===== src/rtl/vga_frame_reader.sv =====
// ---------------------------------------------------------------------------
// vga_frame_reader
//
// Streams one frame of RGB444 pixels from a fixed-latency framebuffer into a
// small show-ahead FIFO that the display timing stage pops during visible
// pixels. Reads are issued only while the FIFO plus the reads still in flight
// leave room, so the FIFO can never overflow.
//
// Ports
//   clk_50       in   single clock, all state on its rising edge
//   RST          in   synchronous active-high reset
//   FRAME_START  in   one-cycle pulse, restarts the fetch at address 0
//   MEM_RD       out  framebuffer read strobe (one pixel per cycle)
//   MEM_ADDR     out  19-bit linear pixel address, valid with MEM_RD
//   MEM_DATA     in   12-bit read data, valid MEM_LAT cycles after MEM_RD
//   PIX_REQ      in   pop request from the timing stage
//   PIX_RGB      out  FIFO head pixel {R,G,B}, 0 when PIX_VALID=0
//   PIX_VALID    out  FIFO non-empty
//   UNDERFLOW    out  sticky, PIX_REQ seen with an empty FIFO
//   UNDERFLOW_CNT out 16-bit saturating count of underflowing requests
//                     (present only when UNDERFLOW_CNT_EN is defined)
//
// Optional feature macro: UNDERFLOW_CNT_EN
// ---------------------------------------------------------------------------
module vga_frame_reader #(
    parameter int H_ACTIVE   = 640,
    parameter int V_ACTIVE   = 480,
    parameter int FIFO_DEPTH = 16,
    parameter int MEM_LAT    = 2
) (
    input  logic        clk_50,
    input  logic        RST,
    input  logic        FRAME_START,
    output logic        MEM_RD,
    output logic [18:0] MEM_ADDR,
    input  logic [11:0] MEM_DATA,
    input  logic        PIX_REQ,
    output logic [11:0] PIX_RGB,
    output logic        PIX_VALID,
    output logic        UNDERFLOW
`ifdef UNDERFLOW_CNT_EN
    ,
    output logic [15:0] UNDERFLOW_CNT
`endif
);

    localparam int AW = $clog2(FIFO_DEPTH);
    localparam int CW = AW + 1;
    // Room for fifo_count plus every in-flight slot without wrapping.
    localparam int TW = CW + 1;
    localparam logic [18:0] LAST_ADDR = 19'(H_ACTIVE * V_ACTIVE - 1);

    // Number of reads still travelling through the memory pipeline.
    function automatic logic [TW-1:0] popcnt(input logic [MEM_LAT-1:0] v);
        logic [TW-1:0] n;
        n = {TW{1'b0}};
        for (int i = 0; i < MEM_LAT; i++) begin
            if (v[i]) begin
                n = n + TW'(1);
            end else begin
                n = n;
            end
        end
        return n;
    endfunction

    logic               mem_rd_q,    mem_rd_d;
    logic [18:0]        addr_q,      addr_d;
    logic               exhausted_q, exhausted_d;
    logic [MEM_LAT-1:0] sr_q,        sr_d;
    logic [AW-1:0]      wr_ptr_q,    wr_ptr_d;
    logic [AW-1:0]      rd_ptr_q,    rd_ptr_d;
    logic [CW-1:0]      count_q,     count_d;
    logic               underflow_q, underflow_d;
    logic [11:0]        fifo_q [FIFO_DEPTH];

    logic               empty_s;
    logic               full_s;
    logic               push_s;
    logic               pop_s;
    logic [TW-1:0]      total_d_s;

`ifdef UNDERFLOW_CNT_EN
    logic [15:0]        ucnt_q, ucnt_d;
`endif

    // FIFO status and the push/pop decisions for this cycle.
    always_comb begin
        empty_s = (count_q == {CW{1'b0}});
        full_s  = (count_q == CW'(FIFO_DEPTH));
        // FRAME_START wins over any returning data or pop request.
        pop_s   = PIX_REQ & ~empty_s & ~FRAME_START;
        push_s  = sr_q[MEM_LAT-1] & ~FRAME_START & (~full_s | pop_s);
    end

    // Next-state logic for the fetch side and the FIFO bookkeeping.
    always_comb begin
        addr_d      = addr_q;
        exhausted_d = exhausted_q;
        sr_d        = sr_q;
        wr_ptr_d    = wr_ptr_q;
        rd_ptr_d    = rd_ptr_q;
        count_d     = count_q;
        if (FRAME_START) begin
            addr_d      = 19'd0;
            exhausted_d = 1'b0;
            sr_d        = {MEM_LAT{1'b0}};
            wr_ptr_d    = {AW{1'b0}};
            rd_ptr_d    = {AW{1'b0}};
            count_d     = {CW{1'b0}};
        end else begin
            // Slot 0 is the read issued this cycle; the top slot returns now.
            sr_d    = sr_q << 1;
            sr_d[0] = mem_rd_q;
            if (mem_rd_q) begin
                if (addr_q == LAST_ADDR) begin
                    exhausted_d = 1'b1;
                end else begin
                    addr_d = addr_q + 19'd1;
                end
            end else begin
                addr_d = addr_q;
            end
            if (push_s) begin
                wr_ptr_d = wr_ptr_q + AW'(1);
            end else begin
                wr_ptr_d = wr_ptr_q;
            end
            if (pop_s) begin
                rd_ptr_d = rd_ptr_q + AW'(1);
            end else begin
                rd_ptr_d = rd_ptr_q;
            end
            case ({push_s, pop_s})
                2'b10:   count_d = count_q + CW'(1);
                2'b01:   count_d = count_q - CW'(1);
                default: count_d = count_q;
            endcase
        end
        // MEM_RD is registered, so it is decided from the state the next
        // cycle will see: stored pixels plus every read still in flight.
        total_d_s = TW'(count_d) + popcnt(sr_d);
        mem_rd_d  = ~exhausted_d & (total_d_s < TW'(FIFO_DEPTH));
    end

    // Sticky underflow flag: a request that found the FIFO empty.
    always_comb begin
        if (PIX_REQ && empty_s) begin
            underflow_d = 1'b1;
        end else begin
            underflow_d = underflow_q;
        end
    end

`ifdef UNDERFLOW_CNT_EN
    // Saturating count of underflowing request cycles.
    always_comb begin
        if (PIX_REQ && empty_s && (ucnt_q != 16'hFFFF)) begin
            ucnt_d = ucnt_q + 16'd1;
        end else begin
            ucnt_d = ucnt_q;
        end
    end

    // Underflow counter register.
    always_ff @(posedge clk_50) begin
        if (RST) begin
            ucnt_q <= 16'd0;
        end else begin
            ucnt_q <= ucnt_d;
        end
    end

    assign UNDERFLOW_CNT = ucnt_q;
`endif

    // Control state registers.
    always_ff @(posedge clk_50) begin
        if (RST) begin
            mem_rd_q    <= 1'b0;
            addr_q      <= 19'd0;
            exhausted_q <= 1'b0;
            sr_q        <= {MEM_LAT{1'b0}};
            wr_ptr_q    <= {AW{1'b0}};
            rd_ptr_q    <= {AW{1'b0}};
            count_q     <= {CW{1'b0}};
            underflow_q <= 1'b0;
        end else begin
            mem_rd_q    <= mem_rd_d;
            addr_q      <= addr_d;
            exhausted_q <= exhausted_d;
            sr_q        <= sr_d;
            wr_ptr_q    <= wr_ptr_d;
            rd_ptr_q    <= rd_ptr_d;
            count_q     <= count_d;
            underflow_q <= underflow_d;
        end
    end

    // Pixel storage; contents are don't-care while the FIFO is empty.
    always_ff @(posedge clk_50) begin
        if (!RST && push_s) begin
            fifo_q[wr_ptr_q] <= MEM_DATA;
        end
    end

    // Show-ahead head pixel, forced to zero when nothing is stored.
    always_comb begin
        if (!empty_s) begin
            PIX_RGB = fifo_q[rd_ptr_q];
        end else begin
            PIX_RGB = 12'h000;
        end
    end

    assign PIX_VALID = ~empty_s;
    assign MEM_RD    = mem_rd_q;
    assign MEM_ADDR  = addr_q;
    assign UNDERFLOW = underflow_q;

endmodule

===== config.mk =====
export PLATFORM = sky130hd
export DESIGN_NAME = vga_frame_reader
export DESIGN_NICKNAME = d
export VERILOG_FILES = /design/src/rtl/vga_frame_reader.sv
export SDC_FILE = /design/constraint.sdc
export NUM_CORES = 1
export LEC_CHECK = 0
export ABC_AREA = 1
export ABC_CLOCK_PERIOD_IN_PS = 3300
export CAP_MARGIN = 0
export CORE_MARGIN = 1
export CORE_UTILIZATION = 55
export CTS_CLUSTER_DIAMETER = 30
export DETAILED_ROUTE_END_ITERATION = 8
export HOLD_SLACK_MARGIN = 0.1
export PLACE_DENSITY = 0.71
export SLEW_MARGIN = 20
export SYNTH_ARGS = -nofsm -noshare
export SYNTH_HDL_FRONTEND = slang
export SYNTH_SLANG_ARGS = --single-unit
export TNS_END_PERCENT = 1

===== constraint.sdc =====
create_clock -name clk_50 -period 3.3 [get_ports clk_50]
set_clock_uncertainty 0.1 [all_clocks]
set_input_delay 0.66 -clock clk_50 [delete_from_list [all_inputs] [get_ports clk_50]]
set_output_delay 0.66 -clock clk_50 [all_outputs]
set_load 0.02 [all_outputs]

## Word-level counts from Yosys, hierarchy flattened

Memories as Yosys holds them, arrays and structs flattened. A register that Yosys moved wholly into a read port is not among the register bits.
Cells that the tools add are included.

- Bits in latches: 0
- RAM bits: 192
- Memories kept: 1
- Bits in read-only memories: 0
- Register bits after elaboration: 37
- Output and inout bits: 34
- Bits of input ports: 16

- Divide/modulo/power cells: 0
- Order comparisons: 1
- Add/subtract/negate cells: 7
- $mul: 0
- Equality and inequality tests: 4
- Muxes and demuxes: 13
- Bitwise gates (word level): 11
- Shifts and indexed selects: 0
- Reduce and logical (&&, ||, !) cells: 6

Memory list:

| memory | depth | bits a word | rd ports | clocked after Yosys merged registers in | write ports | RTL line | text |
|---|---|---|---|---|---|---|---|
| fifo_q | 16 | 12 | 1 | 1 | 1 | 75 | `logic [11:0] fifo_q [FIFO_DEPTH];` |

Operators by type and width:

| kind | count |
|---|---|
| $add 19x1->19 const B | 1 |
| $eq 19x19->1 const B | 1 |
| $mux 12 | 1 |
| $pmux 5 s2 | 1 |
| $add 4x1->4 const B | 2 |
| $mux 4 | 2 |
| $add 5x6->6 | 1 |
| $add 6x1->6 const B | 1 |
| $lt 6x5->1 const B | 1 |
| $mux 1 | 6 |
| $mux 6 | 1 |
| $add 5x1->5 const B | 1 |
| $and 1x1->1 | 5 |
| $eq 5x5->1 const B | 1 |
| $logic_not 5->1 | 1 |
| $mux 5 | 1 |
| $not 1->1 | 5 |
| $sub 5x1->5 const B | 1 |
| $eq 2x1->1 const B | 1 |
| $eq 2x2->1 const B | 1 |
| $logic_and 1x1->1 | 2 |
| $mux 2 | 1 |
| $reduce_and 2->1 | 1 |
| $reduce_or 2->1 | 1 |
| other kinds (2) | 2 |

## Longest topological paths before layout

Gate-level depths: netlist of run 1.

- Depth in word-level cells: 12
- Gate-level depth with buffers: 14
- Depth with buffers taken out: 14

## Worst setup path after synthesis of run 1

Ideal clock, no wire load.

- Kind: input port to flip-flop
- Start: in FRAME_START
- End: mem fifo_q[13][0], enable pin
- Cell stages on the path: 7
- Slack: 0.655 ns
- Data required time: 2.804 ns
- Arrival time: 2.149 ns
- Setup time: 0.396 ns
- Path through: inv_1 > nand2_1 > nand4_1 > nand2_1 > nor2_1 > inv_1 > nor3_1

- Cells in the longest elaborated chain, start to end: 7
- Elaborated cells between the ends (all ways): 8

Ends and longest elaborated chain:

| item | RTL line | text |
|---|---|---|
| start: declaration | 33 | `input logic FRAME_START,` |
| $not 1->1 * | 92, 93 |  |
| $and 1x1->1 | 92 | `pop_s = PIX_REQ & ~empty_s & ~FRAME_START;` |
| $or 1x1->1 | 93 | `push_s = sr_q[MEM_LAT-1] & ~FRAME_START & (~full_s \| pop_s);` |
| $and 1x1->1 * | 93 |  |
| $logic_and 1x1->1 * | 202 | `if (!RST && push_s) begin` |
| $mux 1 * | 202 |  |
| $mux 1 (not written as such) * | 203 | `fifo_q[wr_ptr_q] <= MEM_DATA;` |
| end: declaration | 75 |  |

Mark *: on every way between the ends. The rest lies on a longest branch, timed or not.

==> run metrics, run 1 <==
routability cong.=approximately 0.84; Worst Path Arrival=2.43 ns; reg2reg start=count_q[0]$_SDFF_PP0_; die height=135.2 um; Area growth syn-to-layout=23.54%; period utilisation layout=0.9679; non-filler cells, final=1195; Synth Cell Area=9752 um2; reg2reg end=MEM_RD$_SDFF_PP0_; PD cells=600.4 nW/um2; worst slack, placed=0.2248 ns; Worst Tran Pin Value=about 0.73 ns; EDFF count, synth=192; async set-reset flop share out of synthesis=0; outcome=complete, no violations; Req. time, crit path=2.54 ns; total number of vias=7022; unique cell type count in the Yosys netlist=32; Min-Delay Path Class=flop to flop; yosys warns=0; crit path max-delay cell type=dfxtp_1; RSZ-0062 raised after global routing=no; CTS Buf Count=38; layout cells sized above 1=0.1536; Hold-fix buffers, CTS=0; DR pass1 iterations=5; Root Buffer=clkbuf_16; Yosys reg bits=233; GRT Util Overall=0.2669; area leader, netlist=edfxtp_1; Row Count=48; Total Wirelength=23360 um; CP Class=flop to output pin; Final min period=3.194 ns; peak supply drop=0.4085 mV; wire per inst=19.55 um; Worst Setup Slack, final=between 0.1 and 0.15 ns; WP depth=8; most common cell in the netlist=edfxtp_1; max cap viols=0; Cells after DPL=1126; CTS Buffer Depth=3; Crit path largest cell delay=~0.46 ns; initial core utilization=0.5638; CP Capture Type=output pin; DP HPWL=around 14000 um; Vias/cell=5.876; Clock transition at path regs=around 0.05 ns; dominant cells by area after synthesis=edfxtp_1 (59%), dfxtp_1 (8.4%), o21ai_0 (5.9%); Hold Crit Start=sr_q[0]$_SDFF_PP0_; Die Footprint=18270 um2; initial drt markers=542; DRC=0; vias in the first global route=6928; Final Util=0.6965; Leakage=4.279 nW; max frequency=roughly 310 MHz; grt ovf=0; Slew HR=0.5123; initial antenna violation count=0; Most used DFF post-synth=edfxtp_1; Antenna Cells=0; post-synthesis cell count=around 850; CTS tree=done; hold depth=2; first-pass GRT wire length=~37000 um; Ports=50; register area share after synthesis=0.6754; core area=17300 um2; Sum Neg Setup Slack=0 ns; DRT antenna net count=0; Worst Path Max Fanout=15; clk sinks=233; Startpoint Class=flop; Post-CTS Setup Bufs=0; CP bufs+invs=2; crit-path leading delay family=buffers and inverters; Hold Violations, Final=0; NumNets Final=slightly below 1000; largest net degree at the start of global routing=43; Worst Hold End=sr_q[1]$_SDFF_PP0_; list of most frequent post-synthesis cells=edfxtp_1 (192), nor2_1 (150), o21ai_0 (114); H-tree depth=2; worst path cell trace=buf_4 > o21ai_0 > o22ai_1 > nor2_1 > nor2_1 > o21ai_0 > a21oi_1 > dlygate4sd2_1; area share of the largest cell type after synthesis=0.5912; Clock Latency Late Sink=about 0.50 ns; Slew Limit Fails=0; Syn Area/Cell=11.46 um2; final setup fails=0; syn_nets=879; cells on worst reg2reg path=13; Chip Width=135.2 um; worst reg-to-reg setup slack=0.84 ns; PortBufs=49
## stage by stage
stage / instance area, um2 / power (W) / hold slack, ns
floorplan: 9752 / 0.003304 / 0.3167
global placement: 10770 / 0.003379 / 0.3252
detailed placement: 10770 / 0.003385 / 0.3335
CTS: 12050 / 0.007283 / 0.3273
global route: 12050 / 0.007423 / 0.3582
finish: 12050 / 0.007234 / 0.3301
## what timing repair did
action,CTS,global route
resized for setup,11,7
hold endpoints to repair,0,0
endpoints found under the setup margin,11,4
## cells in the final DEF, fill, tap and decap left out, drive strengths merged
| cell type | Yosys | layout |
|---|---|---|
| nand3 | 40 | 40 |
| a21oi | 42 | 42 |
| buf | 13 | 45 |
| clkbuf | 31 | 42 |
| o22ai | 12 | 12 |
| o221ai | 36 | 36 |
| clkdlybuf4s50 | 0 | 37 |
| dfxtp | 41 | 41 |
| o21ai | 115 | 115 |
| fa | 1 | 1 |
| xnor2 | 4 | 4 |
| nand2 | 82 | 82 |
| clkinv | 2 | 14 |
| nor2 | 152 | 152 |
| dlymetal6s2s | 0 | 1 |
| nor3 | 18 | 18 |
| xor2 | 10 | 10 |
| dlygate4sd2 | 0 | 9 |
| inv | 37 | 49 |
| nand3b | 4 | 4 |
| nor3b | 2 | 2 |
| nand4 | 6 | 6 |
| bufinv | 0 | 3 |
| edfxtp | 192 | 192 |
| clkinvlp | 0 | 2 |
| ha | 11 | 11 |
## power breakdown
| part | internal, W | switching, W |
|---|---|---|
| combinational | 0.0000428 | 0.0000914 |
| clock | 0.00246 | 0.00145 |
| sequential | 0.00319 | 0.00000450 |
| total | 0.00569 | 0.00154 |
## final cells by class
type	count	area, um2
clock buffers	40	979.7
inverters	39	146.4
multi-input cells	535	2861
clock inverters	29	311.5
fillers	1203	5249
flip-flops and latches	233	6588
well taps	225	281.5
repair buffers	94	879.6
## worst max path at each step
| stage | endpoint | start | slack, ns |
|---|---|---|---|
| detailed placement | MEM_RD$_SDFF_PP0_ | PIX_REQ | 0.22 |
| global placement | MEM_RD$_SDFF_PP0_ | PIX_REQ | 0.28 |
| floorplan | fifo_q[13][0]$_DFFE_PP_ | FRAME_START | 0.66 |
| finish | PIX_RGB[2] | flop | 0.11 |
| CTS | PIX_RGB[3] | flop | 0.003 |
| global route | PIX_RGB[11] | flop | 0.02 |
## flip-flops by register name, indices dropped and copies added, names as in the netlist, named ones only
| name | count |
|---|---|
| MEM_ADDR | 19 |
| wr_ptr_q | 4 |
| fifo_q | 192 |
| exhausted_q | 1 |
| MEM_RD | 1 |
| count_q | 5 |
| sr_q | 2 |
| rd_ptr_q | 4 |
| UNDERFLOW | 1 |
## tightest hold or removal path, delay by kind of cell (launching register included)
family	cells	cell delay [ns]
DFF	1	0.29
buffers and inverters	1	0.06
and+or+nand+nor	1	0.05
## per-layer routing
layer | GRT usage | wire length [um] | part of all wire | vias to the layer above
li1 | - | - | - | 3272
met5 | 0 | 0 | 0 | -
met3 | 0.04489 | 1734 | 0.074 | 58
met1 | 0.3403 | 9262 | 0.40 | 3395
met2 | 0.4567 | 11740 | 0.50 | 297
met4 | 0.1024 | 628 | 0.027 | 0
## cell families after synthesis
| family | Yosys count | share of synthesized area |
|---|---|---|
| AND/OR/NAND/NOR | 304 | 0.1365 |
| flip-flops | 233 | 0.6754 |
| AO/OA/AOI/OAI | 205 | 0.1241 |
| buffers and inverters | 83 | 0.03528 |
| XOR/XNOR | 14 | 0.01257 |
| adder cells (fa/ha/maj) | 12 | 0.01617 |
Note: power is estimated with default switching activity, not from simulation.
==> run 2: changes to the inputs <==
--- a/config.mk
+++ b/config.mk
@@ -14,7 +14,7 @@
 export DETAILED_ROUTE_END_ITERATION = 8
 export HOLD_SLACK_MARGIN = 0.1
 export PLACE_DENSITY = 0.71
-export SLEW_MARGIN = 20
+export SLEW_MARGIN = 0
 export SYNTH_ARGS = -nofsm -noshare
 export SYNTH_HDL_FRONTEND = slang
 export SYNTH_SLANG_ARGS = --single-unit
==> results of run 2 <==
No change in the layout: final DEF, timing and power equal those of run 1.
